<file path="src/rtl/adder_8u_bist_driver.sv">
// Self-test driver for the registered 8-bit adder wrappers.
// Drives LFSR operand pairs onto the wrapper, one pair per cycle. After the
// wrapper's fixed latency it compares the returned {cout,sum} against a locally
// computed golden value. It reports pass/fail, the error count and the index of
// the first failing vector.
module adder_8u_bist_driver #(
    parameter int          LATENCY = 2,
    parameter logic [15:0] SEED    = 16'hACE1,
    parameter int          COUNT_W = 16
) (
    input  logic               clk,
    input  logic               rst,
    input  logic               start,
    input  logic [COUNT_W-1:0] num_vectors,
    output logic [7:0]         a_out,
    output logic [7:0]         b_out,
    input  logic [7:0]         sum_in,
    input  logic               cout_in,
    output logic               busy,
    output logic               done,
    output logic               pass,
    output logic [COUNT_W-1:0] err_count,
    output logic [COUNT_W-1:0] first_err_idx
);

    typedef enum logic [1:0] {IDLE, RUN, DRAIN, DONE} state_t;

    state_t             state_reg, state_next;
    logic [15:0]        lfsr_reg;
    logic [COUNT_W-1:0] n_reg;
    logic [COUNT_W-1:0] issue_cnt_reg;
    logic [COUNT_W-1:0] check_cnt_reg;
    logic [COUNT_W-1:0] check_cnt_next;

    // Delay line carrying {valid, expected} alongside the wrapper pipeline.
    logic               dl_valid_reg [LATENCY];
    logic [8:0]         dl_exp_reg   [LATENCY];

    logic               start_accept;
    logic               push_valid;
    logic [8:0]         push_exp;
    logic               tail_valid;
    logic               mismatch;
    logic               issue_more;

    function automatic logic [15:0] lfsr_step(input logic [15:0] l);
        return {l[14:0], l[15] ^ l[13] ^ l[12] ^ l[10]};
    endfunction

    // Control decode, check comparison and next-state selection.
    always_comb begin
        start_accept   = start && (state_reg == IDLE || state_reg == DONE);
        // Golden value comes from the registered outputs so it lines up with
        // exactly what the wrapper sees.
        push_valid     = (state_reg == RUN);
        push_exp       = {1'b0, a_out} + {1'b0, b_out};
        tail_valid     = dl_valid_reg[LATENCY-1];
        mismatch       = tail_valid && ({cout_in, sum_in} != dl_exp_reg[LATENCY-1]);
        check_cnt_next = check_cnt_reg + COUNT_W'(tail_valid);
        issue_more     = (issue_cnt_reg != n_reg);
        state_next     = state_reg;
        case (state_reg)
            IDLE, DONE: begin
                if (start_accept)
                    state_next = (num_vectors == '0) ? DONE : RUN;
            end
            RUN: begin
                // issue_cnt counts vectors already loaded into a_out/b_out.
                if (!issue_more)
                    state_next = DRAIN;
            end
            DRAIN: begin
                if (check_cnt_next == n_reg)
                    state_next = DONE;
            end
            default: state_next = IDLE;
        endcase
    end

    // State register.
    always_ff @(posedge clk) begin
        if (rst)
            state_reg <= IDLE;
        else
            state_reg <= state_next;
    end

    // Operand issue, LFSR advance, check counting and error capture.
    always_ff @(posedge clk) begin
        if (rst) begin
            a_out         <= '0;
            b_out         <= '0;
            lfsr_reg      <= SEED;
            n_reg         <= '0;
            issue_cnt_reg <= '0;
            check_cnt_reg <= '0;
            err_count     <= '0;
            first_err_idx <= '1;
        end else if (start_accept) begin
            n_reg         <= num_vectors;
            check_cnt_reg <= '0;
            err_count     <= '0;
            first_err_idx <= '1;
            if (num_vectors != '0) begin
                // Vector 0 is the seed itself and must be on the outputs in the
                // first RUN cycle, so it is loaded here and the LFSR moves on.
                a_out         <= SEED[15:8];
                b_out         <= SEED[7:0];
                lfsr_reg      <= lfsr_step(SEED);
                issue_cnt_reg <= COUNT_W'(1);
            end else begin
                a_out         <= '0;
                b_out         <= '0;
                lfsr_reg      <= SEED;
                issue_cnt_reg <= '0;
            end
        end else begin
            if (tail_valid) begin
                check_cnt_reg <= check_cnt_next;
                if (mismatch) begin
                    if (err_count != '1)
                        err_count <= err_count + COUNT_W'(1);
                    if (first_err_idx == '1)
                        first_err_idx <= check_cnt_reg;
                end
            end
            if (state_reg == RUN && issue_more) begin
                a_out         <= lfsr_reg[15:8];
                b_out         <= lfsr_reg[7:0];
                lfsr_reg      <= lfsr_step(lfsr_reg);
                issue_cnt_reg <= issue_cnt_reg + COUNT_W'(1);
            end else begin
                a_out <= '0;
                b_out <= '0;
            end
        end
    end

    genvar gi;
    generate
        for (gi = 0; gi < LATENCY; gi++) begin : g_dl
            if (gi == 0) begin : g_head
                // Head stage captures the vector currently being driven.
                always_ff @(posedge clk) begin
                    if (rst) begin
                        dl_valid_reg[gi] <= 1'b0;
                        dl_exp_reg[gi]   <= '0;
                    end else begin
                        dl_valid_reg[gi] <= push_valid;
                        dl_exp_reg[gi]   <= push_exp;
                    end
                end
            end else begin : g_body
                // Later stages shift the expected value toward the compare point.
                always_ff @(posedge clk) begin
                    if (rst) begin
                        dl_valid_reg[gi] <= 1'b0;
                        dl_exp_reg[gi]   <= '0;
                    end else begin
                        dl_valid_reg[gi] <= dl_valid_reg[gi-1];
                        dl_exp_reg[gi]   <= dl_exp_reg[gi-1];
                    end
                end
            end
        end
    endgenerate

    // Status outputs follow directly from the state register.
    always_comb begin
        busy = (state_reg == RUN) || (state_reg == DRAIN);
        done = (state_reg == DONE);
        pass = done && (err_count == '0);
    end

endmodule
</file>
<file path="config.mk">
export PLATFORM = sky130hd
export DESIGN_NAME = adder_8u_bist_driver
export DESIGN_NICKNAME = d
export VERILOG_FILES = /design/src/rtl/adder_8u_bist_driver.sv
export SDC_FILE = /design/constraint.sdc
export NUM_CORES = 1
export LEC_CHECK = 0
export CAP_MARGIN = 5
export CORE_ASPECT_RATIO = 1.2
export CORE_MARGIN = 3
export CORE_UTILIZATION = 50
export CTS_BUF_LIST = sky130_fd_sc_hd__clkbuf_2 sky130_fd_sc_hd__clkbuf_4 sky130_fd_sc_hd__clkbuf_8
export DETAILED_ROUTE_END_ITERATION = 6
export HOLD_SLACK_MARGIN = 0.12
export PLACE_DENSITY_LB_ADDON = 0.12
export SKIP_LAST_GASP = 1
export SLEW_MARGIN = 5
export SYNTH_ARGS = -nofsm -noshare
export SYNTH_HDL_FRONTEND = slang
export SYNTH_SLANG_ARGS = --single-unit
</file>
<file path="constraint.sdc">
create_clock -name clk -period 2.65 [get_ports clk]
set_input_delay 0.53 -clock clk [delete_from_list [all_inputs] [get_ports clk]]
set_output_delay 0.53 -clock clk [all_outputs]
set_load 0.005 [all_outputs]
</file>
# Yosys cells after proc, flatten, opt, wreduce, memory -nomap -nowiden
# Memory sizes are Yosys's and may differ from the RTL's.
# Cells that the tools add are included.
[word_totals]
ff_bits = 114
ram_bits = 20
in_bits = 28
out_inout_bits = 51
wordCells = 73
memories = 2
[op_classes]
add_sub_neg = 4
n_eq_ne = 11
muxes = 24
bitwise_logic = 7
reduce_logical = 16
[memory_table]
columns = ["memory", "depth", "word_bits", "rd", "rd_clocked_by_memory_dff", "write_ports", "line", "rtl"]
rows = [
  ["dl_exp_reg", 2, 9, 2, 0, 2, "37", "logic [8:0] dl_exp_reg [LATENCY];"],
  ["dl_valid_reg", 2, 1, 2, 0, 2, "36", "logic dl_valid_reg [LATENCY];"],
]
[op_table]
columns = ["op", "n"]
rows = [
  ["2-to-1 mux 16 bit", 5],
  ["2-to-1 mux 8 bit", 6],
  ["adder 16 x 1 -> 16 bit, second input constant", 2],
  ["logical NOT 16 bit", 2],
  ["2-to-1 mux 9 bit", 2],
  ["adder 16 x 1 -> 16 bit", 1],
  ["equality test 16 bit", 1],
  ["equality test 16 bit, second input constant", 1],
  ["!= test 16 bit", 1],
  ["!= test 16 bit, second input constant", 1],
  ["nonzero test 16 bit", 1],
  ["adder 8 x 8 -> 9 bit", 1],
  ["!= test 9 bit", 1],
  ["AND reduction 3 bit", 3],
  ["2-to-1 mux 2 bit", 4],
  ["2-to-1 mux 1 bit", 6],
  ["!= test 2 bit, second input constant", 3],
  ["case mux 2 bit (3 select lines)", 1],
  ["equality test 2 bit, second input constant", 2],
  ["logical AND 1 bit", 4],
  ["bitwise OR 1 bit", 4],
  ["OR reduction 2 bit", 2],
  ["bitwise XOR 1 bit", 3],
  ["equality test 2 x 1 -> 1 bit, second input constant", 1],
  ["other kinds (3)", 4],
]

# Logic depth before layout (Yosys ltp)
# Gate-level depths: netlist of the first run.
[logic_depth]
depth_word = 5
ltp_mapped = 10

# Worst setup path after synthesis of the first run
# No wires, ideal clock.
[synth_timing]
path_type = "register -> register"
from = "mem dl_valid_reg[1]"
to = "reg state_reg[0]"
setup_time_ps = 119
arrival_time_ps = 2101
slack_ps = 431
path_stages_with_launch = 9
path_buffers = 0
synth_period_minus_slack_ps = 2219
cell_sequence = "dfxtp_1 ha_1 nand3_1 nor4_4 a21oi_2 o211a_1 nor4_1 a21oi_1 o221a_1"
[synth_rtl]
columns = ["item", "line", "rtl"]
rows = [
  ["from (decl)", "36", ""],
  ["to (signal assigned)", "85", "state_reg <= state_next;"],
  ["to (decl)", "28", "state_t state_reg, state_next;"],
]

# Final worst setup path of the first run
[layout_timing]
from = "reg err_count[0]"
to = "out pass"
[layout_via]
elab_chain_len = 2
[layout_rtl]
columns = ["item", "line", "rtl"]
rows = [
  ["from (decl)", "22", "output logic [COUNT_W-1:0] err_count,"],
  ["from (signal assigned)", "122", "err_count <= err_count + COUNT_W'(1);"],
  ["logical NOT 16 bit", "172", "pass = done && (err_count == '0);"],
  ["logical AND 1 bit", "172", ""],
  ["to (decl)", "21", "output logic pass,"],
]
# No other way between the ends.

==> results.ini, run 1 <==
[outcome]
outcome=finished clean

[critical_path]
slowest_delay_ps=500
worstPathArrival_ps=2020
rrSetupSlack_ps=290
r2r_end=state_reg[0]
crit_family=buffers and inverters
crit_end=pass
cp.buffers_inverters=2
worst_path_max_delay_cell=clkdlybuf4s50_1
worstPathMaxFanout=4
cp-start-kind=flip-flop
crit_cells=5
worst_setup_path_end_kind=primary output
critPathRequiredTime_ps=2120
rr_startpoint=dl_valid_reg[1]
startpoint=err_count[0]
worstPathCellList=inv_1 > ha_1 > nor4b_1 > and4_1 > clkdlybuf4s50_1
r2r_cells=9
path_class=reg -> out

[timing]
setup_violations=0
worstMarginPinSlew_ps=648
hold_viol=0
period_share_pct=96.2
rsz0062_at_grt=no
slew_headroom_pct=56.6
finalMaxSlewViolations=0
setup_tns_ps=0
finClkSkew_ps=11.8
fin_crit_ps=2550
max_freq_ghz=0.392

[grt]
antenna_found_initial=0
grt_pass1_vias=5069
grt_start_max_net_pins=48
grt_pass1_wl_um=24600
grt_usage_pct=22.6
overflow=0

[floorplanning]
die_w_um=108
fp.dieH_um=128
io_pins=79
initial_core_util_pct=51.4
die-area_um2=13800
core_um2=12100
num_rows=44

[detailed_routing]
drt_iter0_drc=216
wirelength_um=14900
antenna_left=0
vias=5216
drc=0
viasPerCell=5.40
firstDrtPassIters=4
detail_route.wl_per_cell_um=15.5

[clocking]
clk_latency_ps=440
htreeDepth=4
clockBufferDepth=2
clock-sinks=134
numCtsBuffers=17
root_buffer=clkbuf_8
clk_pin_slew_worst_paths_ps=70
cts_tree=yes
post-cts-setup-buffer-count=0
hold_buffers=0

[logic_synthesis]
netlist.area_leader.share_pct=43.1
synth_warnings=0
synth_area_leader_cell=dfxtp_1
synth.most_common_cell=dfxtp_1
syn_inst=709
synth_area_leaders=dfxtp_1, xor2_1, xnor2_1
synth.ff_latch_count=134
synth_fp_nets=755
ys_seq_area_share_pct=43.1
ys_async_sr_fraction_pct=0
netlist_area_um2=6230
ys_types=56
synth_enable_flop_cells=0
avgSynthCellArea_um2=8.78
synth-main-ff-cell=dfxtp_1
synth_commonest_cells=dfxtp_1, nand2_1, nor2_1

[cells_and_area]
drive_gt1_share_pct=8.20
largest_reg_flops=18
syn_to_final_growth_pct=21.3
finalNetCount=838
diodes=0

[job]
drv_cap=0

[power_and_ir_drop]
p_leak_nw=2.98
peakVddDrop_uv=535
power.total_w=0.00589
p_per_area_nw_per_um2=780

[worst_hold_path]
hp-class=reg -> reg

[placed_design]
gp_congestion=0.893
portBuffers=78
dp_hpwl_um=11400

-- worst min-delay path by stage --
stage,cells past startpoint,to,start
after CTS,1,dl_valid_reg[1],dl_valid_reg[0]
after floorplan,1,dl_exp_reg[1][0],dl_exp_reg[0][0]
after global routing,1,dl_exp_reg[1][5],dl_exp_reg[0][5]
after global placement,1,dl_valid_reg[1],dl_valid_reg[0]
final,1,dl_valid_reg[1],dl_valid_reg[0]
after detailed placement,1,dl_valid_reg[1],dl_valid_reg[0]
-- placed cells by master, fill, tap and decap left out, types with 3 or more instances in the layout --
cell	count
a211oi_1	3
a21o_1	7
a21oi_1	40
and2_1	5
and3_1	15
and4_1	5
buf_4	17
clkbuf_8	19
clkdlybuf4s50_1	78
clkinv_2	5
clkinvlp_4	3
dfxtp_1	133
ha_1	16
inv_1	24
mux2_2	3
mux2i_1	12
nand2_1	88
nand3_1	27
nand4_1	15
nor2_1	68
nor2b_1	15
nor3_1	17
nor4_1	16
o211ai_1	4
o21ai_0	33
or3_1	9
xnor2_1	40
xor2_1	44
-- power breakdown --
group / switching (W) / total (W) / internal, W
combinational: 0.000913 / 0.00174 / 0.000828
clock: 0.000784 / 0.00158 / 0.000797
sequential: 0.000268 / 0.00257 / 0.00230
-- metal layers --
metal / share of wire [%] / track usage [%] / up-vias
met5: 0 / 0 / -
met2: 51 / 39.8 / 136
met4: 3.2 / 9.21 / 0
met3: 4.6 / 4.69 / 30
li1: - / - / 2593
met1: 42 / 26.4 / 2457
-- stage by stage --
stage	util [%]	instances	setup slack (ps)	hold slack, ps	instance area (um^2)
6_report	62.3	966	102	440	7550
5_1_grt	62.3	966	9.94	469	7550
4_1_cts	62.2	966	4.36	440	7540
3_5_place_dp	59.1	934	74.9	424	7160
3_3_place_gp	59.1	934	167	417	7160
2_1_floorplan	-	709	431	414	6230
-- timing repair --
item | CTS | global route
gates cloned | 0 | 0
gates resized for setup | 1 | 3
setup endpoints to repair | 1 | 1
-- logic make-up after synthesis --
kind of cell             synth area share (%)
flip-flops                               43.1
XOR/XNOR                                 12.2
AO/OA/AOI/OAI                            10.1
buffers and inverters                    4.64
multiplexers                             2.47
adder cells (fa/ha/maj)                  3.92
AND/OR/NAND/NOR                          23.6
-- worst reg2reg max path, cell delays in order, from the launching register on --
cell,delay [ps]
dfxtp_1,390
buf_4,170
ha_1,270
and3_1,280
a31oi_1,110
nor3_1,220
o22ai_1,160
nor4_1,300
a21oi_1,140
o221a_1,220
-- layout make-up --
class / count / area, um^2
fillers: 1068 / 4560
multi-input cells: 519 / 3270
flip-flops and latches: 134 / 2680
repair buffers: 96 / 928
clock buffers: 20 / 269
well taps: 161 / 201
clock inverters: 12 / 104
inverters: 24 / 90.1
No activity file was read; power rests on OpenSTA's default activity.
==> run 2, diff against run 1 <==
--- a/config.mk
+++ b/config.mk
@@ -5,7 +5,7 @@
 export SDC_FILE = /design/constraint.sdc
 export NUM_CORES = 1
 export LEC_CHECK = 0
-export CAP_MARGIN = 5
+export CAP_MARGIN = 20
 export CORE_ASPECT_RATIO = 1.2
 export CORE_MARGIN = 3
 export CORE_UTILIZATION = 50
==> results of run 2 <==
No change in the layout: final DEF, timing and power equal those of run 1.
==> run 3, diff against run 2 <==
--- a/config.mk
+++ b/config.mk
@@ -10,9 +10,11 @@
 export CORE_MARGIN = 3
 export CORE_UTILIZATION = 50
 export CTS_BUF_LIST = sky130_fd_sc_hd__clkbuf_2 sky130_fd_sc_hd__clkbuf_4 sky130_fd_sc_hd__clkbuf_8
+export CTS_CLUSTER_DIAMETER = 120
 export DETAILED_ROUTE_END_ITERATION = 6
 export HOLD_SLACK_MARGIN = 0.12
 export PLACE_DENSITY_LB_ADDON = 0.12
+export RECOVER_POWER = 100
 export SKIP_LAST_GASP = 1
 export SLEW_MARGIN = 5
 export SYNTH_ARGS = -nofsm -noshare
==> results.ini, run 3 (synthesized netlist as in run 1, its figures left out) <==
[clocking]
clock-sinks=134  ; unchanged
clk_latency_ps=440  ; about the same
htreeDepth=4  ; unchanged
post-cts-setup-buffer-count=0  ; unchanged
numCtsBuffers=17  ; unchanged
clockBufferDepth=2  ; unchanged
cts_tree=yes  ; unchanged
clk_pin_slew_worst_paths_ps=70  ; about the same
hold_buffers=0  ; unchanged
root_buffer=clkbuf_8  ; unchanged

[power_and_ir_drop]
p_leak_nw=3.02  ; was 2.98 nW
peakVddDrop_uv=559  ; was 535 uV
power.total_w=0.00582  ; was 0.00589 W
p_per_area_nw_per_um2=774  ; was 780 nW/um^2

[critical_path]
critPathRequiredTime_ps=2120  ; about the same
worst_setup_path_end_kind=primary output  ; unchanged
cp-start-kind=flip-flop  ; unchanged
path_class=reg -> out  ; unchanged
r2r_cells=6  ; was 9
worstPathMaxFanout=4  ; unchanged
worstPathArrival_ps=2020  ; about the same

[grt]
grt_usage_pct=22.6  ; unchanged
overflow=0  ; unchanged
grt_start_max_net_pins=48  ; unchanged
grt_pass1_vias=5069  ; unchanged
grt_pass1_wl_um=24600  ; unchanged
antenna_found_initial=0  ; unchanged

[floorplanning]
core_um2=12100  ; unchanged
die_w_um=108  ; unchanged
initial_core_util_pct=51.4  ; unchanged
io_pins=79  ; unchanged
num_rows=44  ; unchanged
fp.dieH_um=128  ; unchanged
die-area_um2=13800  ; unchanged

[cells_and_area]
finalNetCount=838  ; unchanged
syn_to_final_growth_pct=20.8  ; was 21.3%
drive_gt1_share_pct=7.83  ; was 8.20%
largest_reg_flops=18  ; unchanged
final_cell_mix=dfxtp_1, nand2_1, nor2_1  ; was dfxtp_1, nand2_1, clkdlybuf4s50_1
diodes=0  ; unchanged
final_common_cell=dfxtp_1  ; unchanged

[placed_design]
gp_congestion=0.893  ; unchanged
portBuffers=78  ; unchanged
pre_cts_ws_ps=74.9  ; unchanged
dp_hpwl_um=11400  ; unchanged

[worst_hold_path]
hp-class=reg -> reg  ; unchanged
hold_depth=1  ; unchanged

[timing]
max_freq_ghz=0.393  ; was 0.392 GHz
finClkSkew_ps=10.6  ; was 11.8 ps
worstMarginPinSlew_ps=1140  ; was 648 ps
period_share_pct=96.1  ; was 96.2%
rsz0062_at_grt=no  ; unchanged
hold_viol=0  ; unchanged
whs_ps=439  ; was 440 ps
setup_tns_ps=0  ; unchanged
setup_violations=0  ; unchanged
fin_crit_ps=2550  ; about the same
finalMaxSlewViolations=0  ; unchanged
finalWorstSetupSlack_ps=103  ; was 102 ps
slew_headroom_pct=24.0  ; was 56.6%

[job]
drv_cap=0  ; unchanged

[detailed_routing]
viasPerCell=5.39  ; was 5.40
drc=0  ; unchanged
wirelength_um=14900  ; about the same
drt_iter0_drc=188  ; was 216
firstDrtPassIters=5  ; was 4
antenna_left=0  ; unchanged
detail_route.wl_per_cell_um=15.4  ; was 15.5 um
vias=5211  ; was 5216

[outcome]
outcome=finished clean  ; unchanged

[run 3: final timing paths]
check | from | endpoint | slack (ps)
max | err_count[0] | pass | 100
min | dl_valid_reg[0] | dl_valid_reg[1] | 440
min reg2reg | dl_valid_reg[0] | dl_valid_reg[1] | 440
max reg2reg | state_reg[0] | err_count[7] | 240
[run 3: where the power goes]
part / switching, W / total, W / internal [W]
clock: 0.000785 / 0.00158 / 0.000797
sequential: 0.000263 / 0.00256 / 0.00230
combinational: 0.000906 / 0.00168 / 0.000775
[run 3: metal layers]
metal / wire [um] / track usage, % / part of all wire, %
met1: 6140 / 26.4 / 41
met4: 468 / 9.21 / 3.2
met3: 647 / 4.69 / 4.4
met2: 7600 / 39.8 / 51
met5: 0 / 0 / 0
[run 3: timing repair]
action	CTS	global route
gates resized for setup	1	3
endpoints found under the hold margin	0	0
setup endpoints to repair	1	1
[run 3: area by class of cell]
class	instances	area (um^2)
Fill cell	1070	4590
Multi-Input combinational cell	519	3270
Sequential cell	134	2680
Timing Repair Buffer	96	900
Clock buffer	20	269
Tap cell	161	201
Clock inverter	12	104
Inverter	24	90.1
[run 3: worst max-delay path, stage by stage (launching register included)]
cell and delay (ps):
dfxtp_1 340, inv_1 100, ha_1 190, nor4b_1 220, and4_1 230, clkdlybuf4s50_1 500
[run 3: metrics by stage]
| stage | area [um^2] | utilization, % | instances |
|---|---|---|---|
| after detailed placement | 7160 | 59.1 | 934 |
| after global routing | 7520 | 62.1 | 966 |
| after floorplan | 6230 | - | 709 |
| final | 7520 | 62.1 | 966 |
| after global placement | 7160 | 59.1 | 934 |
| after CTS | 7540 | 62.2 | 966 |
